--- src/rtl/divmmc_memctl_if.sv ---
// +----------------------------------------------------------------------------+
// | divmmc_memctl_if : CPU, paging and SRAM bus bundle for divmmc_memctl       |
// | Revision: 1.0                                                              |
// +----------------------------------------------------------------------------+
`default_nettype none

interface divmmc_memctl_if;
    logic        ce;
    logic        mreq;
    logic        rd;
    logic        wr;
    logic [15:0] a;
    logic [7:0]  d;
    logic        map;
    logic        ram;
    logic [3:0]  page;
    logic [7:0]  q;
    logic        waitn;
    logic [18:0] memA;
    logic [7:0]  memD;
    logic [7:0]  memQ;
    logic        memRd;
    logic        memWr;
    logic        wprot;

    modport master (
        output ce, mreq, rd, wr, a, d, map, ram, page, memQ,
        input  q, waitn, memA, memD, memRd, memWr, wprot
    );

    modport slave (
        input  ce, mreq, rd, wr, a, d, map, ram, page, memQ,
        output q, waitn, memA, memD, memRd, memWr, wprot
    );
endinterface

`default_nettype wire

--- src/rtl/divmmc_memctl.sv ---
// +----------------------------------------------------------------------------+
// | divmmc_memctl : sequences one external SRAM access per CPU memory cycle    |
// | Revision: 1.0                                                              |
// +----------------------------------------------------------------------------+
`default_nettype none

module divmmc_memctl #(
    parameter logic [18:0] DIVROM = 19'h1E000,
    parameter logic [18:0] DIVRAM = 19'h20000,
    parameter int unsigned WAITS  = 1
) (
    input  wire logic      clock_i,
    input  wire logic      reset_i,
    divmmc_memctl_if.slave bus
);

    typedef enum logic [1:0] {
        IDLE   = 2'd0,
        SETUP  = 2'd1,
        STROBE = 2'd2,
        DONE   = 2'd3
    } state_t;

    localparam logic [2:0] WAITS_C = 3'(WAITS);

    state_t      state_q, state_d;
    logic [2:0]  cnt_q, cnt_d;
    logic [18:0] mem_a_q, mem_a_d;
    logic [7:0]  mem_d_q, mem_d_d;
    logic        mem_rd_q, mem_rd_d;
    logic        mem_wr_q, mem_wr_d;
    logic [7:0]  q_q, q_d;
    logic        waitn_q, waitn_d;
    logic        wprot_q, wprot_d;
    logic        is_wr_q, is_wr_d;

    logic [18:0] phys;
    logic        prot;
    logic        req;

    // RAM pages are 8 KB each, stacked above DIVRAM; sums wrap at 19 bits.
    always_comb begin
        if (!bus.map || bus.a[15:14] != 2'b00) begin
            phys = {3'b000, bus.a};
        end else if (bus.a[13] || bus.ram) begin
            phys = DIVRAM + {2'b00, bus.page, bus.a[12:0]};
        end else begin
            phys = DIVROM + {6'b000000, bus.a[12:0]};
        end
    end

    always_comb begin
        if (bus.map) begin
            prot = (bus.a[15:13] == 3'b000) ||
                   (bus.a[15:13] == 3'b001 && bus.ram && bus.page == 4'd3);
        end else begin
            prot = (bus.a[15:14] == 2'b00);
        end
    end

    assign req = !bus.mreq && (!bus.rd || !bus.wr);

    always_comb begin
        state_d  = state_q;
        cnt_d    = cnt_q;
        mem_a_d  = mem_a_q;
        mem_d_d  = mem_d_q;
        mem_rd_d = mem_rd_q;
        mem_wr_d = mem_wr_q;
        q_d      = q_q;
        waitn_d  = waitn_q;
        wprot_d  = wprot_q;
        is_wr_d  = is_wr_q;
        if (bus.ce) begin
            case (state_q)
                IDLE: begin
                    if (req) begin
                        mem_a_d = phys;
                        mem_d_d = bus.d;
                        is_wr_d = !bus.wr;
                        wprot_d = !bus.wr && prot;
                        waitn_d = 1'b0;
                        state_d = SETUP;
                    end
                end
                SETUP: begin
                    mem_rd_d = !is_wr_q;
                    mem_wr_d = is_wr_q && !wprot_q;
                    cnt_d    = WAITS_C;
                    state_d  = STROBE;
                end
                STROBE: begin
                    cnt_d = cnt_q - 3'd1;
                    if (cnt_q == 3'd1) begin
                        if (!is_wr_q) begin
                            q_d = bus.memQ;
                        end
                        mem_rd_d = 1'b0;
                        mem_wr_d = 1'b0;
                        waitn_d  = 1'b1;
                        state_d  = DONE;
                    end
                end
                DONE: begin
                    if (bus.mreq) begin
                        state_d = IDLE;
                    end
                end
                default: state_d = IDLE;
            endcase
        end
    end

    always_ff @(posedge clock_i) begin
        if (!reset_i) begin
            state_q  <= IDLE;
            cnt_q    <= 3'd0;
            mem_a_q  <= 19'd0;
            mem_d_q  <= 8'd0;
            mem_rd_q <= 1'b0;
            mem_wr_q <= 1'b0;
            q_q      <= 8'hFF;
            waitn_q  <= 1'b1;
            wprot_q  <= 1'b0;
            is_wr_q  <= 1'b0;
        end else begin
            state_q  <= state_d;
            cnt_q    <= cnt_d;
            mem_a_q  <= mem_a_d;
            mem_d_q  <= mem_d_d;
            mem_rd_q <= mem_rd_d;
            mem_wr_q <= mem_wr_d;
            q_q      <= q_d;
            waitn_q  <= waitn_d;
            wprot_q  <= wprot_d;
            is_wr_q  <= is_wr_d;
        end
    end

    assign bus.q     = q_q;
    assign bus.waitn = waitn_q;
    assign bus.memA  = mem_a_q;
    assign bus.memD  = mem_d_q;
    assign bus.memRd = mem_rd_q;
    assign bus.memWr = mem_wr_q;
    assign bus.wprot = wprot_q;

endmodule

`default_nettype wire

--- src/flat_wrapper.sv ---
// flat-port wrapper written by rule: the top's interface ports become plain ports
module divmmc_memctl_flat 
#(
    parameter logic [18:0] DIVROM = 19'h1E000,
    parameter logic [18:0] DIVRAM = 19'h20000,
    parameter int unsigned WAITS  = 1
)
  (clock_i, reset_i, bus_ce, bus_mreq, bus_rd, bus_wr, bus_a, bus_d, bus_map, bus_ram, bus_page, bus_memQ, bus_q, bus_waitn, bus_memA, bus_memD, bus_memRd, bus_memWr, bus_wprot);
  divmmc_memctl_if bus_i ();
  input  wire logic clock_i;
  input  wire logic reset_i;
  input wire logic [$bits(bus_i.ce)-1:0] bus_ce;
  input wire logic [$bits(bus_i.mreq)-1:0] bus_mreq;
  input wire logic [$bits(bus_i.rd)-1:0] bus_rd;
  input wire logic [$bits(bus_i.wr)-1:0] bus_wr;
  input wire logic [$bits(bus_i.a)-1:0] bus_a;
  input wire logic [$bits(bus_i.d)-1:0] bus_d;
  input wire logic [$bits(bus_i.map)-1:0] bus_map;
  input wire logic [$bits(bus_i.ram)-1:0] bus_ram;
  input wire logic [$bits(bus_i.page)-1:0] bus_page;
  input wire logic [$bits(bus_i.memQ)-1:0] bus_memQ;
  output wire logic [$bits(bus_i.q)-1:0] bus_q;
  output wire logic [$bits(bus_i.waitn)-1:0] bus_waitn;
  output wire logic [$bits(bus_i.memA)-1:0] bus_memA;
  output wire logic [$bits(bus_i.memD)-1:0] bus_memD;
  output wire logic [$bits(bus_i.memRd)-1:0] bus_memRd;
  output wire logic [$bits(bus_i.memWr)-1:0] bus_memWr;
  output wire logic [$bits(bus_i.wprot)-1:0] bus_wprot;
  assign bus_i.ce = bus_ce;
  assign bus_i.mreq = bus_mreq;
  assign bus_i.rd = bus_rd;
  assign bus_i.wr = bus_wr;
  assign bus_i.a = bus_a;
  assign bus_i.d = bus_d;
  assign bus_i.map = bus_map;
  assign bus_i.ram = bus_ram;
  assign bus_i.page = bus_page;
  assign bus_i.memQ = bus_memQ;
  assign bus_q = bus_i.q;
  assign bus_waitn = bus_i.waitn;
  assign bus_memA = bus_i.memA;
  assign bus_memD = bus_i.memD;
  assign bus_memRd = bus_i.memRd;
  assign bus_memWr = bus_i.memWr;
  assign bus_wprot = bus_i.wprot;
  divmmc_memctl #(.DIVROM(DIVROM), .DIVRAM(DIVRAM), .WAITS(WAITS)) u_core (.clock_i(clock_i), .reset_i(reset_i), .bus(bus_i));
endmodule
--- config.mk ---
export PLATFORM = sky130hd
export DESIGN_NAME = divmmc_memctl_flat
export DESIGN_NICKNAME = d
export VERILOG_FILES = /design/src/rtl/divmmc_memctl_if.sv /design/src/rtl/divmmc_memctl.sv /design/src/flat_wrapper.sv
export SDC_FILE = /design/constraint.sdc
export NUM_CORES = 1
export LEC_CHECK = 0
export ABC_AREA = 1
export BUFFER_PORTS_ARGS = -buffer_cell sky130_fd_sc_hd__buf_4
export CAP_MARGIN = 30
export CELL_PAD_IN_SITES_DETAIL_PLACEMENT = 0
export CELL_PAD_IN_SITES_GLOBAL_PLACEMENT = 2
export CORE_UTILIZATION = 26
export DETAILED_ROUTE_END_ITERATION = 6
export GPL_TIMING_DRIVEN = 0
export PLACE_DENSITY = 0.83
export SLEW_MARGIN = 20
export SYNTH_ARGS = -nofsm -noshare
export SYNTH_HDL_FRONTEND = slang
export SYNTH_SLANG_ARGS = --single-unit
--- constraint.sdc ---
create_clock -name clock_i -period 2.2 [get_ports clock_i]
set_input_delay 0.44 -clock clock_i [delete_from_list [all_inputs] [get_ports clock_i]]
set_output_delay 0.44 -clock clock_i [all_outputs]
set_load 0.01 [all_outputs]
# ---- Word-level counts from Yosys, hierarchy flattened
# Cells that the tools add are included.
# W data, S select, Z words.
dict set report totals {
  ff_bits 45
  in_bits 44
  elab_cells 64
}
dict set report classes {
  addsub 3
  eq_ne 9
  n_mux 14
  bitwise_logic 1
  n_reduce_logical 27
}
# op n
set op_table {}
lappend op_table {{$mux W19} 2}
lappend op_table {{$add A18 B17 Y19 const A} 1}
lappend op_table {{$add A17 B13 Y18 const A} 1}
lappend op_table {{$reduce_and A4 Y1} 3}
lappend op_table {{$pmux W2 S4} 1}
lappend op_table {{$eq A3 B1 Y1 const B} 2}
lappend op_table {{$logic_not A1 Y1} 6}
lappend op_table {{$mux W2} 3}
lappend op_table {{$pmux W1 S2} 3}
lappend op_table {{$pmux W3 S2} 1}
lappend op_table {{$reduce_and A3 Y1} 2}
lappend op_table {{$reduce_bool A2 Y1} 3}
lappend op_table {{$logic_and A1 B1 Y1} 5}
lappend op_table {{$eq A2 B2 Y1 const B} 2}
lappend op_table {{$eq A4 B2 Y1 const B} 1}
lappend op_table {{$logic_not A2 Y1} 2}
lappend op_table {{$logic_or A1 B1 Y1} 4}
lappend op_table {{$mux W1} 4}
lappend op_table {{$ne A2 B1 Y1 const B} 2}
lappend op_table {{$logic_not A3 Y1} 1}
lappend op_table {{$sub A3 B1 Y3 const B} 1}
lappend op_table {{$eq A2 B1 Y1 const B} 1}
lappend op_table {{$ne A2 B2 Y1 const B} 1}
lappend op_table {{$reduce_and A2 Y1} 1}
lappend op_table {{$not A1 Y1} 1}

# ---- Depth between registers and ports, before layout
dict set report logic_depth {
  word_depth 6
  mapped_depth 9
}

# ---- Worst setup path before layout
# OpenSTA, ideal clock, no wires.
dict set report synth_path {
  path_kind {reg-to-reg}
  start {register u_core.state_q[0]}
  end {register u_core.mem_a_q[0], in the netlist u_core.bus.memA[0]}
  setup_ps 116
  arrival_ps 1135
  t_required_ps 2084
  setup_slack_ps 950
  path_stages_with_launch 9
  path_buffers 1
  cell_sequence {dfxtp_1 inv_1 ha_1 nand2_1 nor2_4 inv_2 buf_6 nor2_1 nor2_1}
}
dict set report synth_between {
  elab_chain_cells 2
}
# element line
set synth_rtl {}
lappend synth_rtl {{start, declared} divmmc_memctl.sv:26} ;# state_t state_q, state_d;
lappend synth_rtl {{start signal, assigned} divmmc_memctl.sv:127} ;# state_q <= state_d;
lappend synth_rtl {{$logic_not A2 Y1} divmmc_memctl.sv:75} ;# case (state_q)
lappend synth_rtl {{$reduce_and A3 Y1 (no source line)} n/a}
lappend synth_rtl {{end signal, assigned} divmmc_memctl.sv:129} ;# mem_a_q <= mem_a_d;
lappend synth_rtl {{end, declared} divmmc_memctl.sv:28} ;# logic [18:0] mem_a_q, mem_a_d;
# No other way between the ends.
# A chain may end at the register's enable or synchronous reset.

# ---- Worst setup path in the final report
dict set report layout_path {
  start {register u_core.state_q[0]}
  end {register u_core.q_q[4], in the netlist u_core.bus.q[4]}
}
dict set report layout_between {
  elab_chain_cells 2
}
# element line
set layout_rtl {}
lappend layout_rtl {{$eq A2 B2 Y1} divmmc_memctl.sv:75}
lappend layout_rtl {{$reduce_and A4 Y1 (no source line)} n/a}
lappend layout_rtl {{end signal, assigned} divmmc_memctl.sv:133} ;# q_q <= q_d;
lappend layout_rtl {{end, declared} divmmc_memctl.sv:32} ;# logic [7:0] q_q, q_d;
# No other way between the ends.

==> impl_metrics.json <==
{
  "fin_nets": 391,
  "coreArea_sq_um": 6869,
  "grt_max_degree": 13,
  "grt_remaining_overflow": 0,
  "setup_tns_ns": 0,
  "setup_slack_ns": 0.7137,
  "area_delta_synth_final_pct": 43.23,
  "boundaryPins": 83,
  "synth-seq-area-share_pct": 46.96,
  "ctsHoldBuffers": 0,
  "switching_share_pct": 28.62,
  "drive_gt1_share_pct": 28.07,
  "synth_area_sq_um": 1876,
  "dr.pass1.iters": 4,
  "wl_per_cell_um": 11.38,
  "cts_tree": "built",
  "min_path_cells": 3,
  "worstRegToRegCells": 7,
  "drv_slew": 0,
  "dp_cells": 430,
  "synth_xor_area_share_pct": 0,
  "syn_inst": 254,
  "path_clk_slew_ns": 0.08,
  "power.switching_mw": 0.5285,
  "dieArea_sq_um": 7558,
  "status": "completed",
  "rsz0062_at_grt": "false",
  "yosysWarnings": 0,
  "post_synth_and_or_nand_nor_area_fraction_pct": 27.95,
  "grt_pass1_wl_um": 8079,
  "min_period_ns": 1.486,
  "die_y_um": 86.94,
  "cts_buffer_depth": 2,
  "endpoint_kind": "register",
  "place_ws_ns": 0.6934,
  "dr_total_vias": 1883,
  "post-dp-hpwl_um": 3728,
  "antenna_found_initial": 0,
  "instances_no_fill": 438,
  "die_x_um": 86.94,
  "vias_per_cell": 4.299,
  "clk_latency_ns": 0.29,
  "hold_ws_ns": 0.3640,
  "finClkSkew_ns": 0.003072,
  "required_ns": 2.37,
  "ys_types": 23,
  "path_class": "reg2reg",
  "synthMuxAreaShare_pct": 0,
  "cts_sinks": 44,
  "numPortBuffers": 80,
  "cts-resized-gates": 0,
  "crit_fanout": 8,
  "min_path_type": "in2reg",
  "ir_drop_uv": 327.5,
  "grt_usage_pct": 13.78,
  "worstSetupStartpointType": "register",
  "cts_buffers": 5,
  "final_area_sq_um": 2686,
  "grt_pass1_vias": 1798,
  "syn_avg_cell_area_sq_um": 7.384,
  "power_density_nw_per_um2": 687.3,
  "ys_ff_latch": 44,
  "clkPwrFrac_pct": 28.4,
  "cts_setup_buffers": 0,
  "maxCapViolCount": 0,
  "pwr-share-comb_pct": 23.0,
  "rows": 30,
  "arrival_ns": 1.65,
  "placed_cell_area_sq_um": 2596,
  "synth_top_family_by_area": "simple AND/OR/NAND/NOR gates",
  "p_leak_nw": 1.347,
  "drc": 0,
  "setup_viol": 0,
  "drtIter0Drc": 69,
  "gp_congestion": 0.7624,
  "final_hold_viol_count": 0,
  "cts_root_buf": "clkbuf_8",
  "power.internal_mw": 1.318,
  "fmax_ghz": 0.6728,
  "syn_nets": 304,
  "n_antenna_cell": 0,
  "wl_um": 4983,
  "fin_crit_sh_pct": 67.56,
  "h-tree-depth": 2,
  "start_util_pct": 27.30,
  "synth_fa_ha_area_share_pct": 4.003,
  "drt.antenna.violating_nets": 0,
  "synth-compound-area-share_pct": 11.54,
  "pwr-share-seq_pct": 48.6
}
## Yosys cell counts (all sizes together)
library cell	number	area share, %
ha	6	4.0
o21ai	33	8.8
nand3	15	4.0
nand4	11	3.7
nor3	1	0.27
dfxtp	44	47
inv	24	4.8
conb	1	0.20
nor2	57	12
clkinv	1	0.20
a31oi	1	0.33
clkbuf	3	0.60
buf	9	3.7
nand2	37	7.4
nor3b	1	0.40
a21oi	9	2.4
nand3b	1	0.40
## cell usage in the layout, fill, tap and decap left out, drive strengths merged, types with 6 or more instances in the layout
cell | Yosys | routed
o21ai | 33 | 33
clkbuf | 3 | 11
nor2 | 57 | 57
nand3 | 15 | 15
dfxtp | 44 | 44
nand4 | 11 | 11
inv | 24 | 24
ha | 6 | 6
buf | 9 | 89
a21oi | 9 | 9
nand2 | 37 | 37
## flip-flops by register name, indices dropped and copies added (netlist names)
name / flops
u_core.state_q: 2
u_core.bus.wprot: 1
u_core.cnt_q: 3
u_core.bus.memA: 18
u_core.bus.memRd: 1
u_core.bus.memWr: 1
u_core.bus.memD: 8
u_core.is_wr_q: 1
u_core.bus.q: 8
u_core.bus.waitn: 1
## path summary, 6_finish.rpt
path | slack, ns | to | start
setup / recovery | 0.71 | u_core.bus.q[4] | u_core.state_q[0]
hold / removal | 0.36 | u_core.bus.memD[5] | bus_d[5]
setup reg to reg | 0.71 | u_core.bus.q[4] | u_core.state_q[0]
hold reg to reg | 0.46 | u_core.is_wr_q | u_core.is_wr_q
## final cells by class
type,count,area [sq um]
Fill cell,750,4183
Buffer,12,81.33
Tap cell,96,120.1
Inverter,25,93.84
Multi-Input combinational cell,173,819.5
Timing Repair Buffer,80,600.6
Sequential cell,44,880.8
Clock buffer,8,90.09
## power by group through the flow
stage | Sequential [mW] | Combinational (mW) | Clock (mW)
2_1_floorplan | 0.936 | 0.208 | 0
3_3_place_gp | 0.916 | 0.432 | 0
3_5_place_dp | 0.915 | 0.433 | 0
4_1_cts | 0.898 | 0.434 | 0.548
5_1_grt | 0.904 | 0.484 | 0.578
6_report | 0.897 | 0.425 | 0.525
## routing by layer
layer	up-vias	GRT usage, %	share of wire [%]
li1	991	-	-
met4	0	5.758	1.7
met1	829	17.94	47
met5	-	0	0
met3	7	3.981	7.0
met2	56	21.26	44
## stage by stage
stage,utilization (%),power (mW)
after floorplan,-,1.144
after CTS,39.11,1.880
after global routing,39.11,1.966
final,39.11,1.846
after detailed placement,37.80,1.348
after global placement,37.80,1.348
## critical path: stages (launching register included)
cell and delay, ns:
dfxtp_1 0.32, inv_1 0.11, ha_1 0.27, nand2_1 0.07, inv_1 0.09, nand3_1 0.29, nand2_1 0.14, nand3_1 0.07
## cell families (layout without fill, tap and decap cells)
| family | after synthesis | count (layout) |
|---|---|---|
| and+or+nand+nor | 123 | 123 |
| DFF | 44 | 44 |
| AOI/OAI and AO/OA | 43 | 43 |
| buffers and inverters | 37 | 125 |
| adders and majority gates | 6 | 6 |
| other | 1 | 1 |
Power figures use the tool's default switching activity.
